**src/rtl/priv_intr_arbiter.sv**
```systemverilog
// Interrupt pending capture, fixed-priority arbitration and trap-entry handshake.
// Optional request-to-take latency counter built when PRIV_INTR_LATENCY_CNT_EN is defined.
module priv_intr_arbiter #(
    parameter int                 NUM_SRC   = 12,
    parameter logic [NUM_SRC-1:0] EDGE_MASK = '0,
    parameter int                 CAUSE_W   = $clog2(NUM_SRC)
) (
    input  logic               i_clk,
    input  logic               i_nrst,
    input  logic [NUM_SRC-1:0] i_src_in,
    input  logic [NUM_SRC-1:0] i_src_clear,
    input  logic [NUM_SRC-1:0] i_mie,
    input  logic               i_global_ie,
    input  logic               i_exception,
    input  logic               i_pipe_clear,
    input  logic               i_mret,
    output logic [NUM_SRC-1:0] o_pending,
    output logic               o_intr_req,
    output logic               o_intr_take,
    output logic [CAUSE_W-1:0] o_intr_cause,
    output logic               o_in_trap,
    output logic [15:0]        o_lat_cycles
);

    typedef enum logic [1:0] {
        ST_IDLE,
        ST_ARM,
        ST_TAKE,
        ST_TRAP
    } state_t;

    state_t               r_state;
    state_t               w_next_state;
    logic [NUM_SRC-1:0]   r_src_q;
    logic [NUM_SRC-1:0]   r_pending;
    logic [NUM_SRC-1:0]   w_pending_next;
    logic [NUM_SRC-1:0]   w_take_clr;
    logic [NUM_SRC-1:0]   w_eligible;
    logic [CAUSE_W-1:0]   r_cause;
    logic [CAUSE_W-1:0]   w_winner;
    logic                 w_found;
    logic                 w_fire;
    logic                 w_arm_to_take;

    assign w_eligible = r_pending & i_mie;
    assign w_fire     = i_global_ie & (|w_eligible) & ~i_exception;

    // Edge bits: a fresh rising edge beats any clear arriving in the same cycle.
    always_comb begin
        w_take_clr     = '0;
        w_pending_next = '0;
        for (int i = 0; i < NUM_SRC; i++) begin
            w_take_clr[i] = o_intr_take && (r_cause == CAUSE_W'(i));
            if (EDGE_MASK[i]) begin
                w_pending_next[i] = (i_src_in[i] & ~r_src_q[i]) |
                                    (r_pending[i] & ~(i_src_clear[i] | w_take_clr[i]));
            end else begin
                w_pending_next[i] = i_src_in[i];
            end
        end
    end

    always_comb begin
        w_winner = '0;
        w_found  = 1'b0;
        for (int i = 0; i < NUM_SRC; i++) begin
            if (w_eligible[i] && !w_found) begin
                w_winner = CAUSE_W'(i);
                w_found  = 1'b1;
            end
        end
    end

    always_comb begin
        w_next_state  = r_state;
        w_arm_to_take = 1'b0;
        case (r_state)
            ST_IDLE: begin
                if (w_fire) w_next_state = ST_ARM;
            end
            ST_ARM: begin
                if (!i_global_ie || (w_eligible == '0)) begin
                    w_next_state = ST_IDLE;
                end else if (i_pipe_clear && !i_exception) begin
                    w_next_state  = ST_TAKE;
                    w_arm_to_take = 1'b1;
                end
            end
            ST_TAKE: w_next_state = ST_TRAP;
            ST_TRAP: begin
                if (i_mret) w_next_state = ST_IDLE;
            end
            default: w_next_state = ST_IDLE;
        endcase
    end

    always_ff @(posedge i_clk) begin
        if (!i_nrst) begin
            r_state   <= ST_IDLE;
            r_src_q   <= '0;
            r_pending <= '0;
            r_cause   <= '0;
        end else begin
            r_state   <= w_next_state;
            r_src_q   <= i_src_in;
            r_pending <= w_pending_next;
            if (w_arm_to_take) r_cause <= w_winner;
        end
    end

    assign o_pending    = r_pending;
    assign o_intr_req   = (r_state == ST_ARM);
    assign o_intr_take  = (r_state == ST_TAKE);
    assign o_in_trap    = (r_state == ST_TRAP);
    assign o_intr_cause = r_cause;

`ifdef PRIV_INTR_LATENCY_CNT_EN
    logic [15:0] r_lat_cnt;
    logic [15:0] r_lat_cycles;
    logic [15:0] w_cnt_inc;
    logic        w_idle_to_arm;

    assign w_idle_to_arm = (r_state == ST_IDLE) && (w_next_state == ST_ARM);
    assign w_cnt_inc     = (r_lat_cnt == 16'hFFFF) ? r_lat_cnt : r_lat_cnt + 16'd1;

    // The reported latency includes the ARM cycle in which the take is granted.
    always_ff @(posedge i_clk) begin
        if (!i_nrst) begin
            r_lat_cnt    <= '0;
            r_lat_cycles <= '0;
        end else begin
            if (w_idle_to_arm) begin
                r_lat_cnt <= '0;
            end else if (r_state == ST_ARM) begin
                r_lat_cnt <= w_cnt_inc;
            end
            if (w_arm_to_take) r_lat_cycles <= w_cnt_inc;
        end
    end

    assign o_lat_cycles = r_lat_cycles;
`else
    assign o_lat_cycles = '0;
`endif

endmodule
```
**config.mk**
```make
export PLATFORM = sky130hd
export DESIGN_NAME = priv_intr_arbiter
export DESIGN_NICKNAME = d
export VERILOG_FILES = /design/src/rtl/priv_intr_arbiter.sv
export SDC_FILE = /design/constraint.sdc
export NUM_CORES = 1
export LEC_CHECK = 0
export BUFFER_PORTS_ARGS = -buffer_cell sky130_fd_sc_hd__buf_2
export CAP_MARGIN = 20
export CORE_ASPECT_RATIO = 1.75
export CORE_MARGIN = 2
export CORE_UTILIZATION = 41
export CTS_CLUSTER_DIAMETER = 30
export CTS_CLUSTER_SIZE = 40
export DETAILED_ROUTE_END_ITERATION = 6
export GPL_TIMING_DRIVEN = 0
export HOLD_SLACK_MARGIN = 0.15
export PLACE_DENSITY = 0.87
export SLEW_MARGIN = 20
export SYNTH_ARGS = -nofsm -noshare
export SYNTH_HDL_FRONTEND = slang
export SYNTH_SLANG_ARGS = --single-unit
export TNS_END_PERCENT = 100
```
**constraint.sdc**
```tcl
create_clock -name i_clk -period 4.49 [get_ports i_clk]
set_clock_uncertainty 0.05 [all_clocks]
set_input_delay 0.6735 -clock i_clk [delete_from_list [all_inputs] [get_ports i_clk]]
set_output_delay 0.6735 -clock i_clk [all_outputs]
set_load 0.005 [all_outputs]
```
* Yosys cells after proc, flatten, opt, wreduce, memory -nomap -nowiden
Index checks and enable logic that the tools add are counted.
Word-level totals: output and inout port bits 35, bits in registers 18, input bits 42
Cells by class: mux-type cells 30, eq/ne operators 6, bitwise operators 4, reduce and logical (&&, ||, !) cells 30
Operator list (number):
- 4-bit two-way mux | 10
- 1-bit two-way mux | 15
- 1-bit logical NOT | 13
- 12-bit bitwise AND | 1
- 1-bit logical AND | 12
- 12-bit logical NOT | 1
- 12-bit OR reduction | 1
- 2-bit two-way mux | 4
- 2-bit case mux with 4 select lines | 1
- 2-bit == test (second input constant) | 2
- 2-bit != test (second input constant) | 2
- 3-bit by 1-bit != test with 1-bit output (second input constant) | 1
- 3-bit AND reduction | 1
- 1-bit bitwise AND | 2
- 2-bit by 1-bit == test with 1-bit output (second input constant) | 1
- 2-bit logical NOT | 1
- 1-bit logical OR | 1
- 1-bit inverter | 1

* Longest topological paths before layout
depth in word-level cells 35, gate-level depth with buffers 5, mapped depth without buffers 5

* Least setup slack after synthesis
OpenSTA, ideal clock, no wires.
path type input port to flip-flop, start input port i_mie[6], end register r_cause[0], in the netlist o_intr_cause[0], setup time 0.124 ns, path buffers 0, arrival time 1.571 ns, data required time 4.316 ns, setup slack 2.745 ns, stages on the path 5, path through a22oi_4 -> nand4_4 -> o31a_4 -> o311ai_1 -> o22ai_1
On the way: word-level cells in the longest chain between the ends 18, elaborated cells on any way between the ends 27
RTL lines:
- start, declared | RTL line 12 | input logic [NUM_SRC-1:0] i_mie,
- 12-bit bitwise AND (*) | RTL line 45 | assign w_eligible = r_pending & i_mie;
- 1-bit logical AND | RTL line 67 | if (w_eligible[i] && !w_found) begin
- 1-bit two-way mux | RTL line 67
- 1-bit logical NOT | RTL line 67
- 1-bit logical AND | RTL line 67
- 1-bit two-way mux | RTL line 67
- 1-bit logical NOT | RTL line 67
- 1-bit logical AND | RTL line 67
- [... 2 more ...]
- 1-bit logical AND | RTL line 67
- 1-bit two-way mux | RTL line 67
- 1-bit logical NOT | RTL line 67
- 1-bit logical AND | RTL line 67
- 1-bit two-way mux | RTL line 67
- 1-bit logical NOT | RTL line 67
- 1-bit logical AND | RTL line 67
- 4-bit two-way mux | RTL line 67
- end signal, assigned | RTL line 107 | if (w_arm_to_take) r_cause <= w_winner;
- end, declared | RTL line 39 | logic [CAUSE_W-1:0] r_cause;
Mark *: on every way between the ends. The rest lies on a longest branch, timed or not. A chain may end at the register's enable or synchronous reset.

* Worst setup path after layout
start input port i_mie[6], end register r_cause[3], in the netlist o_intr_cause[3]
Same word-level chain as after synthesis.

==> flow_summary.yaml <==
critical_path:
  cp_top_family: "compound AO/OA/AOI/OAI gates"
  critical_path.max_stage_delay_ns: 0.42
  startpoint_type: "input pin"
  r2r_setup_slack_ns: 2.94
  crit_arrival_ns: 1.81
  path_max_fanout: 7
  crit_buf_inv: 1
  r2r_start: "o_pending[6]"
  required_ns: 4.59
  crit_chain: "buf_2 -> a22oi_4 -> nand4_4 -> o31a_4 -> mux2i_1 -> nor2b_1"
  critical_path_class: "input pin to flop"
  cp-end-kind: "flop"
  cp-startpoint: "i_mie[6]"
  cp_slowest_cell: "o31a_4"
placed_design:
  place_congestion: 0.6943
  place_hpwl_um: 1775
  portBuffers: 47
  placed_area_um2: 1279
clock_tree:
  cts.clk_slew.worst_paths_ns: 0.06
  numCtsBuffers: 3
  h-tree-depth: 1
  cts_hold_buffers: 0
  cts_setup_buffers: 0
  clk_path_buf_depth: 2
  cts-root-buf: "clkbuf_8"
  clk_latency_ns: 0.25
  cts_resized: 0
  cts_sinks: 18
  cts_tree: "done"
synth:
  synth.area.top_cells: "dfxtp_1, buf_4, a22oi_4, and2_1, nor2b_1"
  synth-edff-count: 0
  synth_most_common_cell: "dfxtp_1"
  synth_top_area_share: 0.3770
  yosys_warnings: 0
  synth_area_per_cell_um2: 9.754
  synth.distinct_cells: 27
  ys_seq_area_frac: 0.3770
  ys_ff_latch: 18
  async_reset_ff_frac: 0
  syn_area_um2: 955.9
  syn_inst: 98
  yosys-top-cells-count: "dfxtp_1, buf_4, and2_1"
  yosysTopAreaCell: "dfxtp_1"
  ys.flop_type: "dfxtp_1"
min_path:
  min_path_type: "flop to flop"
  holdCritStartpoint: "o_intr_cause[1]"
sta:
  maxSlewViolCount: 0
  finalHoldViolations: 0
  max_freq_mhz: 584.2
  finalCriticalPeriod_ns: 1.712
  finalSetupViolCount: 0
  fin_hold_ws_ns: 0.4006
  rsz0062_at_grt: "false"
  fin_setup_tns_ns: 0
  fin_crit_sh: 0.3812
die:
  die_h_um: 67.88
  dieArea_um2: 2749
  start_util: 0.4259
  rows: 23
  core-area_um2: 2245
  die_x_um: 40.50
  ios: 77
run_status:
  outcome: "finished clean"
power_and_ir_drop:
  powerDensity_nw_per_um2: 278.0
  total_power_mw: 0.3708
  max-vdd-ir-drop_mv: 0.2399
  total_leakage_power_nw: 0.7186
detailed_routing:
  wl_per_cell_um: 11.34
  drc_errors: 0
  vias: 924
  first_iter_violations: 10
  wirelength_um: 2143
  firstDrtPassIters: 4
  avgViaCountPerCell: 4.889
  drtAntennaViolNets: 0
layout:
  areaGrowthSynthToFinish_pct: 39.53
  diodes: 0
  fin_util: 0.5942
  num-nets-final: 207
  design_area_um2: 1334
  final_layout_size_suffix_gt1_frac: 0.4451
global_route:
  track_usage: 0.1879
  grt_pass1_wl_um: 3601
  antenna_found_initial: 0
  grt_max_degree: 11
  grt_pass1_vias: 948
  overflow: 0
job:
  drv_cap: 0
[cell usage in the layout, fill, tap and decap left out, drive strengths merged, types with 2 or more instances in the layout]
master / count
buf: 63
dfxtp: 18
conb: 16
and2: 13
nand2: 7
nor2b: 6
a22oi: 6
clkbuf: 6
nor2: 4
a21oi: 3
mux2i: 3
o21ai: 3
a22o: 2
a211oi: 2
a32oi: 2
[through the flow]
| stage | setup WS, ns | cells |
|---|---|---|
| after global routing | 2.699 | 189 |
| after global placement | 2.540 | 185 |
| final | 2.778 | 189 |
| after CTS | 2.779 | 189 |
| after detailed placement | 2.526 | 185 |
| after floorplan | 2.745 | 113 |
[flip-flops by register name (all words and copies together) (netlist names), named ones only]
signal        count
o_pending        12
r_state           1
o_intr_cause      4
[final timing paths]
kind | endpoint | cells past startpoint
max | o_intr_cause[3] | 6
min | o_intr_cause[1] | 2
max reg2reg | o_intr_cause[3] | 5
min reg2reg | o_intr_cause[1] | 2
[tightest hold or removal path, delay by kind of cell (launching register included)]
kind / cells / cell delay [ns]
AO/OA/AOI/OAI: 1 / 0.05
flip-flops: 1 / 0.31
AND/OR/NAND/NOR: 1 / 0.05
[report_power, final]
group | leakage (nW) | switching [mW] | internal, mW
Clock | 0.0288 | 0.0514 | 0.0778
Sequential | 0.148 | 0.00716 | 0.166
Combinational | 0.541 | 0.0303 | 0.0378
Total | 0.719 | 0.0889 | 0.282
[logic make-up after synthesis]
logic type	Yosys count	synth area share
simple gates	35	0.2173
flops	18	0.3770
other cells	1	0.003923
buf+inv	18	0.1335
compound gates	23	0.2369
mux	3	0.03141
[routing by layer]
layer / vias up / share of wire / track usage
li1: 443 / - / -
met1: 412 / 0.34 / 0.1575
met2: 58 / 0.53 / 0.3611
met3: 11 / 0.089 / 0.03247
met4: 0 / 0.040 / 0.1167
met5: - / 0 / 0
[final cells by class]
type	instances	area [um^2]
plain buffers	18	127.6
clock buffers	4	55.05
flip-flops and latches	18	360.3
repair buffers	47	235.2
multi-input cells	77	524.3
fillers	201	910.9
well taps	25	31.28
No activity file was read; power rests on OpenSTA's default activity.
